File: config.mk
export PLATFORM = sky130hd
export DESIGN_NAME = task_answer_unpacker
export DESIGN_NICKNAME = d
export VERILOG_FILES = /design/src/rtl/task_answer_unpacker.sv
export SDC_FILE = /design/constraint.sdc
export NUM_CORES = 2
export LEC_CHECK = 0
export ABC_AREA = 1
export CAP_MARGIN = 20
export CORE_MARGIN = 2
export CORE_UTILIZATION = 35
export DETAILED_ROUTE_END_ITERATION = 16
export HOLD_SLACK_MARGIN = 0.08
export RECOVER_POWER = 25
export SYNTH_ARGS = -nofsm -noshare
export SYNTH_HDL_FRONTEND = slang
export SYNTH_SLANG_ARGS = --single-unit
File: constraint.sdc
create_clock -name i_clk -period 6.6 [get_ports i_clk]
set_clock_uncertainty 0.15 [all_clocks]
set_input_delay 1.65 -clock i_clk [delete_from_list [all_inputs] [get_ports i_clk]]
set_output_delay 1.65 -clock i_clk [all_outputs]
set_load 0.01 [all_outputs]
File: src/rtl/task_answer_unpacker.sv
// Answer word FIFO feeding a byte-serial unpacker toward the UART.
// Bytes leave LSB first; the last word of a packet may carry 1..4 bytes.
module task_answer_unpacker #(
  parameter int FIFO_DEPTH = 64,
  parameter int WORD_WIDTH = 32
) (
  input  logic                  i_clk,
  input  logic                  i_rst_n,
  input  logic                  i_flush,
  input  logic [WORD_WIDTH-1:0] i_word_data,
  input  logic                  i_word_valid,
  input  logic                  i_word_last,
  input  logic [31:0]           i_size_in_bytes,
  output logic                  o_word_ready,
  output logic [7:0]            o_byte_data,
  output logic                  o_byte_valid,
  input  logic                  i_byte_ready,
  output logic                  o_byte_last,
  output logic                  o_overflow,
  output logic                  o_busy
);

  localparam int AW = $clog2(FIFO_DEPTH);
  localparam int CW = AW + 1;

  typedef struct packed {
    logic [WORD_WIDTH-1:0] data;
    logic                  last;
    logic [2:0]            nbytes;
  } entry_t;

  typedef enum logic {
    IDLE,
    SEND
  } state_t;

  entry_t          mem [FIFO_DEPTH];
  entry_t          wr_entry;
  entry_t          rd_entry;
  logic [AW-1:0]   wr_ptr;
  logic [AW-1:0]   rd_ptr;
  logic [CW-1:0]   count;
  logic            full;
  logic            empty;
  logic            wr_en;
  logic            pop;
  logic            xfer;
  logic            ne_q;
  logic [2:0]      tail_bytes;

  state_t                state;
  logic [WORD_WIDTH-1:0] shreg;
  logic [2:0]            cnt;
  logic                  last_q;
  logic                  valid_q;
  logic                  ovf_q;

  assign full  = (count == CW'(FIFO_DEPTH));
  assign empty = (count == '0);

  // size 0 wraps to a full 4-byte tail word
  assign tail_bytes = 3'((i_size_in_bytes - 32'd1) & 32'd3) + 3'd1;

  assign wr_entry.data   = i_word_data;
  assign wr_entry.last   = i_word_last;
  assign wr_entry.nbytes = i_word_last ? tail_bytes : 3'd4;
  assign rd_entry        = mem[rd_ptr];

  assign wr_en = i_word_valid & ~full & ~i_flush;
  assign xfer  = valid_q & i_byte_ready;

  // IDLE uses the registered non-empty flag, adding one cycle of latency
  always_comb begin
    pop = 1'b0;
    if (!i_flush && !empty) begin
      unique case (state)
        IDLE: pop = ne_q;
        SEND: pop = xfer && (cnt == 3'd1);
        default: pop = 1'b0;
      endcase
    end
  end

  always_ff @(posedge i_clk) begin
    if (wr_en)
      mem[wr_ptr] <= wr_entry;
  end

  always_ff @(posedge i_clk or negedge i_rst_n) begin
    if (!i_rst_n) begin
      wr_ptr <= '0;
      rd_ptr <= '0;
      count  <= '0;
      ne_q   <= 1'b0;
    end else if (i_flush) begin
      wr_ptr <= '0;
      rd_ptr <= '0;
      count  <= '0;
      ne_q   <= 1'b0;
    end else begin
      ne_q <= ~empty;
      if (wr_en)
        wr_ptr <= wr_ptr + 1'b1;
      if (pop)
        rd_ptr <= rd_ptr + 1'b1;
      unique case ({wr_en, pop})
        2'b10:   count <= count + 1'b1;
        2'b01:   count <= count - 1'b1;
        default: count <= count;
      endcase
    end
  end

  always_ff @(posedge i_clk or negedge i_rst_n) begin
    if (!i_rst_n)
      ovf_q <= 1'b0;
    else if (i_word_valid && full && !i_flush)
      ovf_q <= 1'b1;
  end

  always_ff @(posedge i_clk or negedge i_rst_n) begin
    if (!i_rst_n) begin
      state   <= IDLE;
      valid_q <= 1'b0;
      shreg   <= '0;
      cnt     <= '0;
      last_q  <= 1'b0;
    end else if (i_flush) begin
      state   <= IDLE;
      valid_q <= 1'b0;
      cnt     <= '0;
      last_q  <= 1'b0;
    end else begin
      unique case (state)
        IDLE: begin
          if (pop) begin
            state   <= SEND;
            valid_q <= 1'b1;
            shreg   <= rd_entry.data;
            cnt     <= rd_entry.nbytes;
            last_q  <= rd_entry.last;
          end
        end
        SEND: begin
          if (xfer) begin
            if (cnt == 3'd1) begin
              if (pop) begin
                shreg  <= rd_entry.data;
                cnt    <= rd_entry.nbytes;
                last_q <= rd_entry.last;
              end else begin
                state   <= IDLE;
                valid_q <= 1'b0;
                cnt     <= '0;
                last_q  <= 1'b0;
              end
            end else begin
              shreg <= shreg >> 8;
              cnt   <= cnt - 3'd1;
            end
          end
        end
        default: begin
          state   <= IDLE;
          valid_q <= 1'b0;
        end
      endcase
    end
  end

  assign o_word_ready = ~full;
  assign o_byte_data  = shreg[7:0];
  assign o_byte_valid = valid_q;
  assign o_byte_last  = valid_q & last_q & (cnt == 3'd1);
  assign o_overflow   = ovf_q;
  assign o_busy       = ~empty | (state != IDLE);

endmodule

; ---- After elaboration in Yosys (flattened, before gate mapping)
; Memory sizes are Yosys's and may differ from the RTL's.
; Cells that the tools add are included.
[op_classes]
muxes = 39
n_bitwise = 10
n_addsub = 7
n_reduce_logical = 14
eq_ne = 9
[op_table]
columns = operator, n
row1 = two-way mux 32 bit, 3
row2 = case mux 32 bit (2 select lines), 1
row3 = two-way mux 6 bit, 4
row4 = two-way mux 1 bit, 18
row5 = two-way mux 3 bit, 6
row6 = case mux 7 bit (2 select lines), 1
row7 = "adder 6 x 1 -> 6 bit, second input constant", 2
row8 = "inequality test 3 bit, second input constant", 3
row9 = case mux 1 bit (2 select lines), 4
row10 = "adder 7 x 1 -> 7 bit, second input constant", 1
row11 = "equality test 7 bit, second input constant", 1
row12 = logical NOT 7 bit, 1
row13 = two-way mux 7 bit, 1
row14 = "subtractor 7 x 1 -> 7 bit, second input constant", 1
row15 = case mux 3 bit (2 select lines), 1
row16 = AND 1 bit, 5
row17 = logical AND 1 bit, 4
row18 = inverter 1 bit, 4
row19 = AND reduction 2 bit, 2
row20 = AND reduction 4 bit, 1
row21 = nonzero test 2 bit, 2
row22 = "adder 2 x 1 -> 3 bit, second input constant", 1
row23 = "equality test 3 x 1 -> 1 bit, second input constant", 1
row24 = "inequality test 3 x 2 -> 1 bit, second input constant", 1
row25 = other kinds (9), 10
[totals]
mem_count = 1
in_bits = 70
word_cells = 90
ramBits = 2304
out_inout_bits = 13
ff_bits = 59
[mem_list]
columns = memory, depth, width, rd, rd_ports_with_merged_regs, wr, line_no
row1 = mem, 64, 36, 1, 0, 1, 37  ; entry_t mem [FIFO_DEPTH];

; ---- Logic depth before layout (Yosys ltp)
[logic_depth]
word_depth = 9
depth_mapped = 18

; ---- Least setup slack after synthesis
; No wires, ideal clock.
[synth_timing]
path_kind = input to register
from = input port i_word_valid
to = memory mem[31][0] (netlist bit), enable pin
path_slack_ps = 1489
arrival_ps = 4487
setup_time_ps = 474
stages = 4
n_path_buf = 0
path_cell_list = inv_1 > nor2_1 > o21ai_4 > nor3_1
[synth_between]
elab_chain_cells = 4
[synth_lines]
columns = item, line_no
row1 = "start, declared", 11  ; input logic i_word_valid,
row2 = AND 1 bit (2 in series), 69  ; assign wr_en = i_word_valid & ~full & ~i_flush;
row3 = two-way mux 1 bit, 85  ; if (wr_en)
row4 = two-way mux 1 bit (implied by the code), 86  ; mem[wr_ptr] <= wr_entry;
row5 = "end, declared", 37
; No other way between the ends.

; ---- Worst setup path after layout
[layout_timing]
from = register cnt[1]
to = output port o_byte_last
[layout_between]
elab_chain_cells = 2
[layout_lines]
columns = item, line_no
row1 = "start, declared", 53  ; logic [2:0] cnt;
row2 = "start signal, assigned", 140  ; cnt <= rd_entry.nbytes;
row3 = "start signal, assigned", 149  ; cnt <= rd_entry.nbytes;
row4 = "start signal, assigned", 159  ; cnt <= cnt - 3'd1;
row5 = equality test 3 x 1 -> 1 bit, 174  ; assign o_byte_last = valid_q & last_q & (cnt == 3'd1);
row6 = AND 1 bit, 174
row7 = "end, declared", 18  ; output logic o_byte_last,
; No other way between the ends.

==> run_results.csv <==
group,metric,value,unit
critical_path,crit_chain,"inv_1 > ha_1 > nand2_1 > nor2_1 > clkdlybuf4s50_1",
critical_path,slowest_stage,"clkdlybuf4s50_1",
clock_network,insertion_delay,0.86,ns
place,place.gp.congestion,0.8729,
critical_path,required,4.80,ns
final_layout,syn2layout_area_growth,11.54,%
sta,finalCriticalPeriod,4.636,ns
grt,grt_pass1_wl,398900,um
clock_network,htree_levels,4,
power,leakage,38.09,nW
grt,gr-usage-all-layers,19.14,%
sta,setup_ws,1.964,ns
detailed_routing,drc_errors,0,
detailed_routing,drt_pass1_iterations,6,
sta,relSlewSlack,-152.0,%
critical_path,rr_startpoint,"rd_ptr[2]",
sta,finalSetupViolCount,0,
place,dp_cells,11452,
synthesis,yosysTopAreaCell,"edfxtp_1",
floorplanning,start_util,35.20,%
synthesis,postSynthCellCount,8130,
clock_network,cts_max_path_buffers,3,
hold_path,hp-class,"flip-flop to flip-flop",
status,violations,"max-capacitance violations, max-slew violations",
critical_path,path_max_fanout,3,
floorplanning,die_x,528.6,um
clock_network,cts_buffers,227,
detailed_routing,routed_wl,273800,um
synthesis,yosys_warnings,0,
sta,fmax,215.7,MHz
flow_run,maxCapViolCount,26,
synthesis,synth.most_common_cell,"nand2_1",
final_layout,nets,8170,
detailed_routing,via_per_inst,5.282,
floorplanning,core_area,273600,um2
synthesis,ys_seq_area_share,73.37,%
synthesis,synth_nets,8207,
clock_network,clk_pin_slew,0.06,ns
sta,tns,0,ns
sta,worstMarginPinSlew,3.780,ns
synthesis,synth_cell_types,47,
final_layout,instances_no_fill,11867,
clock_network,cts_setup_buffers,0,
critical_path,max_stage_delay,0.66,ns
sta,finalCritPeriodShare,70.24,%
detailed_routing,vias,62683,
floorplanning,io_pins,83,
power,p_per_area,342.6,nW/um2
critical_path,r2r-end,"shreg[9]",
critical_path,r2r_slack,2.34,ns
final_layout,antenna-diode-count,0,
synthesis,synth_edf_count,2304,
synthesis,syn_avg_cell_area,11.85,um2
final_layout,fin_area,107400,um2
critical_path,crit_path_end_kind,"output pin",
floorplanning,rows,192,
synthesis,ys_top_cells_by_area,"edfxtp_1 72%, nand2_1 12%, nand3_1 6.0%",
critical_path,path_class,"flip-flop to output pin",
power,vdd_drop_max,325.3,uV
floorplanning,dieArea,279400,um2
critical_path,ff2ff_path_depth,13,
detailed_routing,drt_iter0_drc,7471,
clock_network,cts_tree,"built",
place,dp_slack,1.527,ns
hold_path,worstHoldEndpoint,"o_overflow",
synthesis,async_flop_share,2.497,%
status,status,"finished, violations left",
critical_path,setup.worst_path.start_class,"flip-flop",
place,portBuffers,52,
synthesis,synth_top_area_share,71.84,%
final_layout,drive_gt1_share,6.994,%
clock_network,hold_buffers,0,
grt,grt-ovfl-total,0,
hold_path,hp-start,"o_overflow",
critical_path,arrival,2.84,ns
synthesis,synth_top_flop_cell,"edfxtp_1",
detailed_routing,ant_nets,0,
synthesis,synth-seq-cells,2363,
clock_network,root_buffer,"clkbuf_16",
place,dp_hpwl,142200,um
synthesis,synth_common_cells,"3023 x nand2_1, 2304 x edfxtp_1, 1162 x nand3_1",
sta,finalHoldViolCount,0,
grt,grt_pass1_vias,59547,
synthesis,syn_area,96310,um2
detailed_routing,post_drt_wl_per_cell,23.07,um
grt,antenna_found_initial,8,
hold_path,whs_path_depth,1,
floorplanning,die_y,528.6,um
clock_network,cts.sinks,2363,
place,place_area,100500,um2
clock_network,post_cts_resized,0,
sta,finalMaxSlewViolations,1690,
grt,grt_max_degree,187,
sta,rsz0062_at_grt,"false",
[layout by cell type (no fill, tap or decap), drive strengths merged, types with 2 or more instances in the layout]
master	Yosys	final
bufinv	0	12
a21boi	49	49
a21oi	221	221
clkinv	3	109
ha	7	7
nand2	3028	3028
nand3	1163	1163
nor3	34	34
mux2i	5	5
o211ai	102	102
dfrtp	59	59
buf	408	185
xnor2	2	2
inv	136	141
nor2	237	237
a211oi	8	8
nand4	13	13
o22ai	65	65
clkbuf	93	316
xor2	2	2
o21ai	178	178
a22oi	2	2
o21bai	3	3
clkinvlp	0	7
edfxtp	2304	2304
clkdlybuf4s50	0	18
[how the worst max path moves through the flow]
stage                            start           to  slack [ns]  cells past startpoint
after floorplan           i_word_valid   mem[31][0]        1.49                      4
after global placement         i_flush  mem[47][10]        1.60                      8
after detailed placement       i_flush  mem[36][30]        1.53                      9
after CTS                       cnt[1]  o_byte_last        1.99                      5
after global routing            cnt[1]  o_byte_last        1.94                      5
final                           cnt[1]  o_byte_last        1.96                      5
[layer usage]
metal  GRT usage [%]  share of wire (%)  wire, um
met5               0             0.0047        13
met4           5.975                3.1      8609
met3           2.995                8.4     23130
met2           30.45                 46    126200
met1           26.87                 42    115800
[through the flow]
stage                     hold WS, ns  power, mW  util (%)
after global placement         0.2994      24.47     36.73
after global routing           0.3430      38.31     39.26
final                          0.3140      36.80     39.26
after detailed placement       0.3084      24.56     36.73
after CTS                      0.3221      36.89     39.30
after floorplan                0.3155      22.30         -
[state kept, by name, indices dropped and copies added (netlist names)]
register	count
o_overflow	1
wr_ptr	6
o_byte_valid	1
mem	2304
rd_ptr	6
cnt	3
ne_q	1
state	1
count	7
shreg	32
last_q	1
[logic make-up after synthesis]
family	count (synthesis)	synth area share, %
AND/OR/NAND/NOR	4475	19.09
AO/OA/AOI/OAI	636	3.855
buffers and inverters	640	3.510
adder cells (fa/ha/maj)	7	0.09093
flip-flops	2363	73.37
XOR/XNOR	4	0.03638
multiplexers	5	0.05197
[cell type report]
cell class | instances | area, um2
sequential | 2363 | 70680
clock buffer | 284 | 5957
fill | 25631 | 166200
clock inverter | 130 | 1077
inverter | 139 | 581.8
multi-input combinational | 5127 | 22760
timing repair buffer | 235 | 1881
tap | 3589 | 4491
[worst max-delay path, delay by kind of cell (launching register included)]
kind	cells	cell delay, ns
buf+inv	2	0.75
simple gates	2	0.67
flops	1	0.38
fa+ha+maj	1	0.18
[report_power, final]
group	internal (mW)	leakage, nW	switching (mW)	total, mW
Clock	6.85	3.41	5.61	12.5
Combinational	2.04	13.2	5.39	7.42
Sequential	16.7	21.5	0.238	16.9
Total	25.6	38.1	11.2	36.8
Power figures use the tool's default switching activity.
